[config.mk]
export PLATFORM = sky130hd
export DESIGN_NAME = vmask_pipe
export DESIGN_NICKNAME = d
export VERILOG_FILES = /design/src/rtl/vmask_pkg.sv /design/src/rtl/vmask_first_finder.sv /design/src/rtl/vmask_pipe.sv
export SDC_FILE = /design/constraint.sdc
export NUM_CORES = 2
export LEC_CHECK = 0
export ABC_AREA = 1
export CORE_UTILIZATION = 55
export DETAILED_ROUTE_END_ITERATION = 8
export PLACE_DENSITY = 0.85
export SLEW_MARGIN = 20
export SYNTH_ARGS = -nofsm -noshare
export SYNTH_HDL_FRONTEND = slang
export SYNTH_SLANG_ARGS = --single-unit
[constraint.sdc]
create_clock -name clk -period 39.5 [get_ports clk]
set_input_delay 9.875 -clock clk [delete_from_list [all_inputs] [get_ports clk]]
set_output_delay 9.875 -clock clk [all_outputs]
set_load 0.02 [all_outputs]
[src/rtl/vmask_pkg.sv]
// Shared opcodes and sizing helpers for the vector mask pipeline.
package vmask_pkg;

  localparam logic [3:0] VM_AND   = 4'b0000;
  localparam logic [3:0] VM_ANDNN = 4'b0001;
  localparam logic [3:0] VM_NAND  = 4'b0010;
  localparam logic [3:0] VM_XOR   = 4'b0011;
  localparam logic [3:0] VM_OR    = 4'b0100;
  localparam logic [3:0] VM_ORNN  = 4'b0101;
  localparam logic [3:0] VM_NOR   = 4'b0110;
  localparam logic [3:0] VM_XNOR  = 4'b0111;
  localparam logic [3:0] VM_CPOP  = 4'b1000;
  localparam logic [3:0] VM_FIRST = 4'b1001;
  localparam logic [3:0] VM_SBF   = 4'b1010;
  localparam logic [3:0] VM_SIF   = 4'b1011;
  localparam logic [3:0] VM_SOF   = 4'b1100;

  localparam int VM_LAT_MIN = 2;

  function automatic int cpop_width(input int w);
    return $clog2(w) + 1;
  endfunction

endpackage

[src/rtl/vmask_first_finder.sv]
// Combinational first-set-bit finder producing the set-before/including/only-first masks.
module vmask_first_finder #(
  parameter  int W  = 64,
  localparam int PW = $clog2(W)
) (
  input  logic [W-1:0]  x_i,
  output logic          any_o,
  output logic [PW-1:0] p_o,
  output logic [W-1:0]  sbf_o,
  output logic [W-1:0]  sif_o,
  output logic [W-1:0]  sof_o
);

  // x & -x isolates the lowest set bit; x ^ (x-1) is all-ones when x == 0
  assign any_o = |x_i;
  assign sof_o = x_i & (~x_i + W'(1));
  assign sif_o = x_i ^ (x_i - W'(1));
  assign sbf_o = sif_o & ~sof_o;

  always_comb begin
    p_o = '0;
    for (int i = W - 1; i >= 0; i--) begin
      if (x_i[i]) p_o = PW'(i);
    end
  end

endmodule

[src/rtl/vmask_pipe.sv]
// Pipelined vector mask unit: logical mask ops plus cross-beat vcpop/vfirst/vmsbf/vmsif/vmsof.
module vmask_pipe
  import vmask_pkg::*;
#(
  parameter int REQ_DATA_WIDTH  = 64,
  parameter int RESP_DATA_WIDTH = 64,
  parameter int REQ_ADDR_WIDTH  = 32,
  parameter int OPSEL_WIDTH     = 4,
  parameter int XLEN            = 32,
  parameter int LATENCY         = 6
) (
  input  logic                       clk,
  input  logic                       rst,
  input  logic [REQ_ADDR_WIDTH-1:0]  in_addr,
  input  logic [REQ_DATA_WIDTH-1:0]  in_m0,
  input  logic [REQ_DATA_WIDTH-1:0]  in_m1,
  input  logic                       in_valid,
  input  logic [OPSEL_WIDTH-1:0]     in_opSel,
  input  logic                       in_start,
  input  logic                       in_end,
  output logic [REQ_ADDR_WIDTH-1:0]  out_addr,
  output logic [RESP_DATA_WIDTH-1:0] out_vec,
  output logic                       out_valid,
  output logic [XLEN-1:0]            out_scalar,
  output logic                       out_scalar_valid
);

  localparam int W  = REQ_DATA_WIDTH;
  localparam int PW = $clog2(W);
  localparam int IW = XLEN - PW;
  localparam int CW = cpop_width(W);
  localparam int DW = 2 + REQ_ADDR_WIDTH + RESP_DATA_WIDTH + XLEN;

  if (LATENCY < VM_LAT_MIN) begin : g_bad_latency
    $error("vmask_pipe: LATENCY below minimum");
  end
  if (RESP_DATA_WIDTH != REQ_DATA_WIDTH) begin : g_bad_width
    $error("vmask_pipe: RESP_DATA_WIDTH must equal REQ_DATA_WIDTH");
  end

  logic                      s0_valid_q, s0_start_q, s0_end_q;
  logic [OPSEL_WIDTH-1:0]    s0_op_q;
  logic [REQ_ADDR_WIDTH-1:0] s0_addr_q;
  logic [W-1:0]              s0_m0_q, s0_m1_q;

  // Invalid beats are zeroed here so every downstream field reads 0 when not valid
  always_ff @(posedge clk or posedge rst) begin
    if (rst) begin
      s0_valid_q <= 1'b0;
      s0_start_q <= 1'b0;
      s0_end_q   <= 1'b0;
      s0_op_q    <= '0;
      s0_addr_q  <= '0;
      s0_m0_q    <= '0;
      s0_m1_q    <= '0;
    end else begin
      s0_valid_q <= in_valid;
      s0_start_q <= in_valid & in_start;
      s0_end_q   <= in_valid & in_end;
      s0_op_q    <= in_valid ? in_opSel : '0;
      s0_addr_q  <= in_valid ? in_addr  : '0;
      s0_m0_q    <= in_valid ? in_m0    : '0;
      s0_m1_q    <= in_valid ? in_m1    : '0;
    end
  end

  logic          found_q, found_d, found_c;
  logic [XLEN-1:0] acc_q, acc_d, acc_c;
  logic [IW-1:0] idx_q, idx_d, idx_c;
  logic [W-1:0]  x, sbf, sif, sof, vec_d;
  logic [PW-1:0] p;
  logic          any;
  logic [CW-1:0] pop;
  logic [XLEN-1:0] sc_d;
  logic          scv_d;
  logic [DW-1:0] s1_q, s1_d;

  assign x = s0_m0_q & s0_m1_q;

  vmask_first_finder #(.W(W)) u_ff (
    .x_i   (x),
    .any_o (any),
    .p_o   (p),
    .sbf_o (sbf),
    .sif_o (sif),
    .sof_o (sof)
  );

  always_comb begin
    pop = '0;
    for (int i = 0; i < W; i++) pop = pop + CW'(x[i]);
  end

  // acc doubles as the latched vfirst position; a vector only ever uses one of the two meanings
  always_comb begin
    found_c = s0_start_q ? 1'b0 : found_q;
    acc_c   = s0_start_q ? '0   : acc_q;
    idx_c   = s0_start_q ? '0   : idx_q;
    found_d = found_q;
    acc_d   = acc_q;
    idx_d   = idx_q;
    vec_d   = '0;
    sc_d    = '0;
    scv_d   = 1'b0;
    if (s0_op_q inside {[VM_CPOP:VM_SOF]}) begin
      found_d = found_c;
      acc_d   = acc_c;
      idx_d   = idx_c + IW'(1);
    end
    case (s0_op_q)
      VM_AND:   vec_d = s0_m0_q & s0_m1_q;
      VM_ANDNN: vec_d = ~s0_m0_q & ~s0_m1_q;
      VM_NAND:  vec_d = ~(s0_m0_q & s0_m1_q);
      VM_XOR:   vec_d = s0_m0_q ^ s0_m1_q;
      VM_OR:    vec_d = s0_m0_q | s0_m1_q;
      VM_ORNN:  vec_d = ~s0_m0_q | ~s0_m1_q;
      VM_NOR:   vec_d = ~(s0_m0_q | s0_m1_q);
      VM_XNOR:  vec_d = ~(s0_m0_q ^ s0_m1_q);
      VM_CPOP:  acc_d = acc_c + XLEN'(pop);
      VM_FIRST: begin
        if (!found_c && any) begin
          acc_d   = {idx_c, p};
          found_d = 1'b1;
        end
      end
      VM_SBF: begin
        vec_d   = found_c ? '0 : sbf;
        found_d = found_c | any;
      end
      VM_SIF: begin
        vec_d   = found_c ? '0 : sif;
        found_d = found_c | any;
      end
      VM_SOF: begin
        vec_d   = found_c ? '0 : sof;
        found_d = found_c | any;
      end
      default: vec_d = '0;
    endcase
    if (s0_end_q && s0_op_q == VM_CPOP) begin
      scv_d = 1'b1;
      sc_d  = acc_d;
    end else if (s0_end_q && s0_op_q == VM_FIRST) begin
      scv_d = 1'b1;
      sc_d  = found_d ? acc_d : '1;
    end
  end

  assign s1_d = {s0_valid_q, scv_d, s0_addr_q, RESP_DATA_WIDTH'(vec_d), sc_d};

  always_ff @(posedge clk or posedge rst) begin
    if (rst) begin
      found_q <= 1'b0;
      acc_q   <= '0;
      idx_q   <= '0;
      s1_q    <= '0;
    end else begin
      found_q <= found_d;
      acc_q   <= acc_d;
      idx_q   <= idx_d;
      s1_q    <= s1_d;
    end
  end

  genvar g;
  for (g = 0; g < LATENCY - 2; g++) begin : g_dly
    logic [DW-1:0] stage_q, stage_d;
    if (g == 0) begin : g_head
      assign stage_d = s1_q;
    end else begin : g_tail
      assign stage_d = g_dly[g-1].stage_q;
    end
    always_ff @(posedge clk or posedge rst) begin
      if (rst) stage_q <= '0;
      else     stage_q <= stage_d;
    end
  end

  logic [DW-1:0] pipe_out;
  if (LATENCY <= 2) begin : g_out_s1
    assign pipe_out = s1_q;
  end else begin : g_out_dly
    assign pipe_out = g_dly[LATENCY-3].stage_q;
  end

  assign {out_valid, out_scalar_valid, out_addr, out_vec, out_scalar} = pipe_out;

endmodule

==> flow_summary_export.csv <==
group,metric,value,unit
run_status,status,"finished clean",
sta,setup_violations,0,
clock_tree,clkTransAtPathRegs,60,ps
clock_tree,postCtsHoldBufs,0,
yosys,synth_seq_cells,876,
sta,fin_crit,12990,ps
global_routing,track_usage,31.3,%
clock_tree,post_cts_resized,0,
clock_tree,post-cts-setup-buffers,0,
sta,fin_hold_ws,335,ps
route,first_pass_iters,7,
sta,rsz0062_at_grt,"false",
critical_path,path_class,"in2async",
floorplan,ios,299,
yosys,yosys_warnings,0,
clock_tree,numCtsBuffers,84,
power_and_ir_drop,p_leak,21.3,nW
route,dr.first_iter.drc_count,3142,
placement,routabilityCongestion,1.02,
power_and_ir_drop,power.density,51.2,mW/mm²
yosys,synth_cells,3265,
placement,portBuffers,298,
critical_path,arrival,13680,ps
floorplan,dieWidth,254,µm
route,wl_per_cell,21.8,µm
layout,fin_util,67.0,%
clock_tree,clockRootBuffer,"clkbuf_16",
route,drc,0,
sta,fin_crit_sh,32.9,%
floorplan,initial_core_util,56.1,%
critical_path,cp_max_fo,196,
yosys,synthFlopType,"dfrtp_1",
yosys,netlist_area,0.0348,mm²
layout,fin_nets,3967,
global_routing,grt_max_degree,202,
layout,num-fill-cells,4329,
critical_path,startpoint_type,"input pin",
layout,layout_commonest_cell,"dfrtp_1",
power_and_ir_drop,vdd_ir_drop_max,0.0323,mV
clock_tree,htree_num_levels,3,
power_and_ir_drop,power,2.13,mW
yosys,ys_seq_area_share,63.0,%
yosys,synth_area_leaders,"dfrtp_1 63%, inv_1 6.3%, ha_1 5.8%",
yosys,synthDistinctLibCells,48,
route,drt_wl_total,98000,µm
global_routing,grt_pass1_wl,150000,µm
power_and_ir_drop,p_comb_share,14.4,%
sta,clock_skew,24.6,ps
yosys,synth_top_area_share,63.0,%
power_and_ir_drop,switching_power,0.583,mW
power_and_ir_drop,p_int,1.55,mW
floorplan,core-area,0.0621,mm²
sta,maxSlewHeadroom,28.0,%
power_and_ir_drop,pwr-share-seq,47.2,%
floorplan,die_height,254,µm
floorplan,row_count,91,
route,vias,24784,
sta,fmax,77.0,MHz
sta,tightest_slew,1080,ps
critical_path,crit_required,40190,ps
global_routing,overflow,0,
route,drt-vias-per-instance,5.52,
yosys,synth_nets,3649,
sta,hold_violations,0,
clock_tree,cts.sink_count,876,
worst_hold_path,hold_class,"reg2reg",
run,drv_cap,0,
layout,drive_gt1_share,5.89,%
critical_path,critPathCaptureType,"asynchronous set/reset pin",
clock_tree,cts_tree,"yes",
placement,place_hpwl,63200,µm
clock_tree,cts_buffer_depth,3,
global_routing,antenna_found_initial,8,
global_routing,grt_pass1_vias,25363,
layout,layout.cells.most_common_list,"876 x dfrtp_1, 587 x inv_1, 459 x nand2_1",
sta,slew_viol_final,0,
clock_tree,insertion_delay,640,ps
layout,area_growth_syn_to_layout,19.6,%
yosys,synth_edf_count,0,
yosys,synth_area_leader_cell,"dfrtp_1",
power_and_ir_drop,sw_frac_of_total,27.4,%
power_and_ir_drop,p_clk_share,38.3,%
route,ant_nets,0,
yosys,avgSynthCellArea,10.7,µm²
sta,setup_tns,0,ps
yosys,postSynth.asyncResetShare,100,%
floorplan,die-area,0.0643,mm²
stage by stage:
stage / instance area, µm² / instances / setup WS [ps]
2_1_floorplan: 34800 / 3265 / 5000
3_3_place_gp: 38700 / 4333 / 25580
3_5_place_dp: 38700 / 4333 / 25460
4_1_cts: 41600 / 4488 / 26120
5_1_grt: 41600 / 4489 / 25920
6_report: 41600 / 4490 / 26510
layer usage:
metal / up-vias / wire, µm / global-route usage [%]
li1: 10926 / - / -
met1: 12071 / 37500 / 40.8
met4: 12 / 3540 / 10.5
met5: - / 85 / 0
met3: 321 / 9870 / 8.07
met2: 1454 / 47000 / 51.3
layout make-up:
type / instances / area [µm²] / share of cell area, %
antenna: 1 / 2.50 / 0.00602
clock buffer: 121 / 2410 / 5.80
clock inverter: 34 / 412 / 0.990
inverter: 629 / 2370 / 5.69
multi-input combinational: 1668 / 10200 / 24.5
sequential: 876 / 21900 / 52.7
tap: 837 / 1050 / 2.52
timing repair buffer: 324 / 3240 / 7.79
logic make-up (layout without fill, tap and decap cells):
kind of cell	after synthesis	in the layout	synth area share, %
xor gates and xnor gates	26	26	0.655
adders and majority gates	215	215	8.90
buffers and inverters	721	1108	7.78
other	0	1	0
DFF	876	876	63.0
AOI/OAI and AO/OA	459	459	8.42
and+or+nand+nor	967	967	11.2
muxes	1	1	0.0288
worst max-delay path, cell delays in order:
cell and delay (ps):
clkdlybuf4s50_1 490, inv_8 640, buf_12 810, buf_12 390, buf_16 540, buf_6 660
synthesized netlist by cell type (6+ instances only):
master and number:
o211ai_1 16, buf_1 7, o22ai_1 15, o31ai_1 6, o221ai_1 11, fa_1 54, nor4_1 17, nor2_1 358
nor3_1 28, a21oi_1 68, clkbuf_1 85, nand2_1 459, o21ai_0 173, inv_2 37, dfrtp_1 876, nand4_1 28
xor2_1 23, a221oi_1 59, inv_1 588, nand3_1 65, o21ai_1 25, o2111ai_1 44, a211oi_1 14, ha_1 161
worst paths after layout:
kind	start	end	slack, ps	cells past startpoint
min reg2reg	g_dly[0].stage_q[43]	g_dly[1].stage_q[43]	330	0
max in group clk	g_dly[3].stage_q[81]	out_vec[49]	27960	1
max reg2reg	s0_m0_q[56]	g_dly[0].stage_d[26]	29470	49
min	g_dly[0].stage_q[43]	g_dly[1].stage_q[43]	330	0
min in group asynchronous	rst	g_dly[3].stage_q[29]	9840	2
max	rst	g_dly[2].stage_q[61]	26510	6
power groups by stage:
stage / Combinational, mW / Sequential, mW / Clock [mW]
final: 0.308 / 1.01 / 0.817
after global routing: 0.340 / 1.01 / 0.864
after CTS: 0.302 / 1.01 / 0.829
after detailed placement: 0.297 / 1.02 / 0
after global placement: 0.288 / 1.01 / 0
after floorplan: 0.171 / 1.02 / 0
registers in the layout (all words and copies together) (netlist names):
register / cells
s0_op_q: 4
s0_m1_q: 64
s0_valid_q: 1
idx_q: 26
g_dly.stage_q: 520
s0_m0_q: 64
s0_end_q: 1
found_q: 1
s0_addr_q: 32
acc_q: 32
s0_start_q: 1
g_dly.stage_d: 130
(Power assumes the default switching activity.)
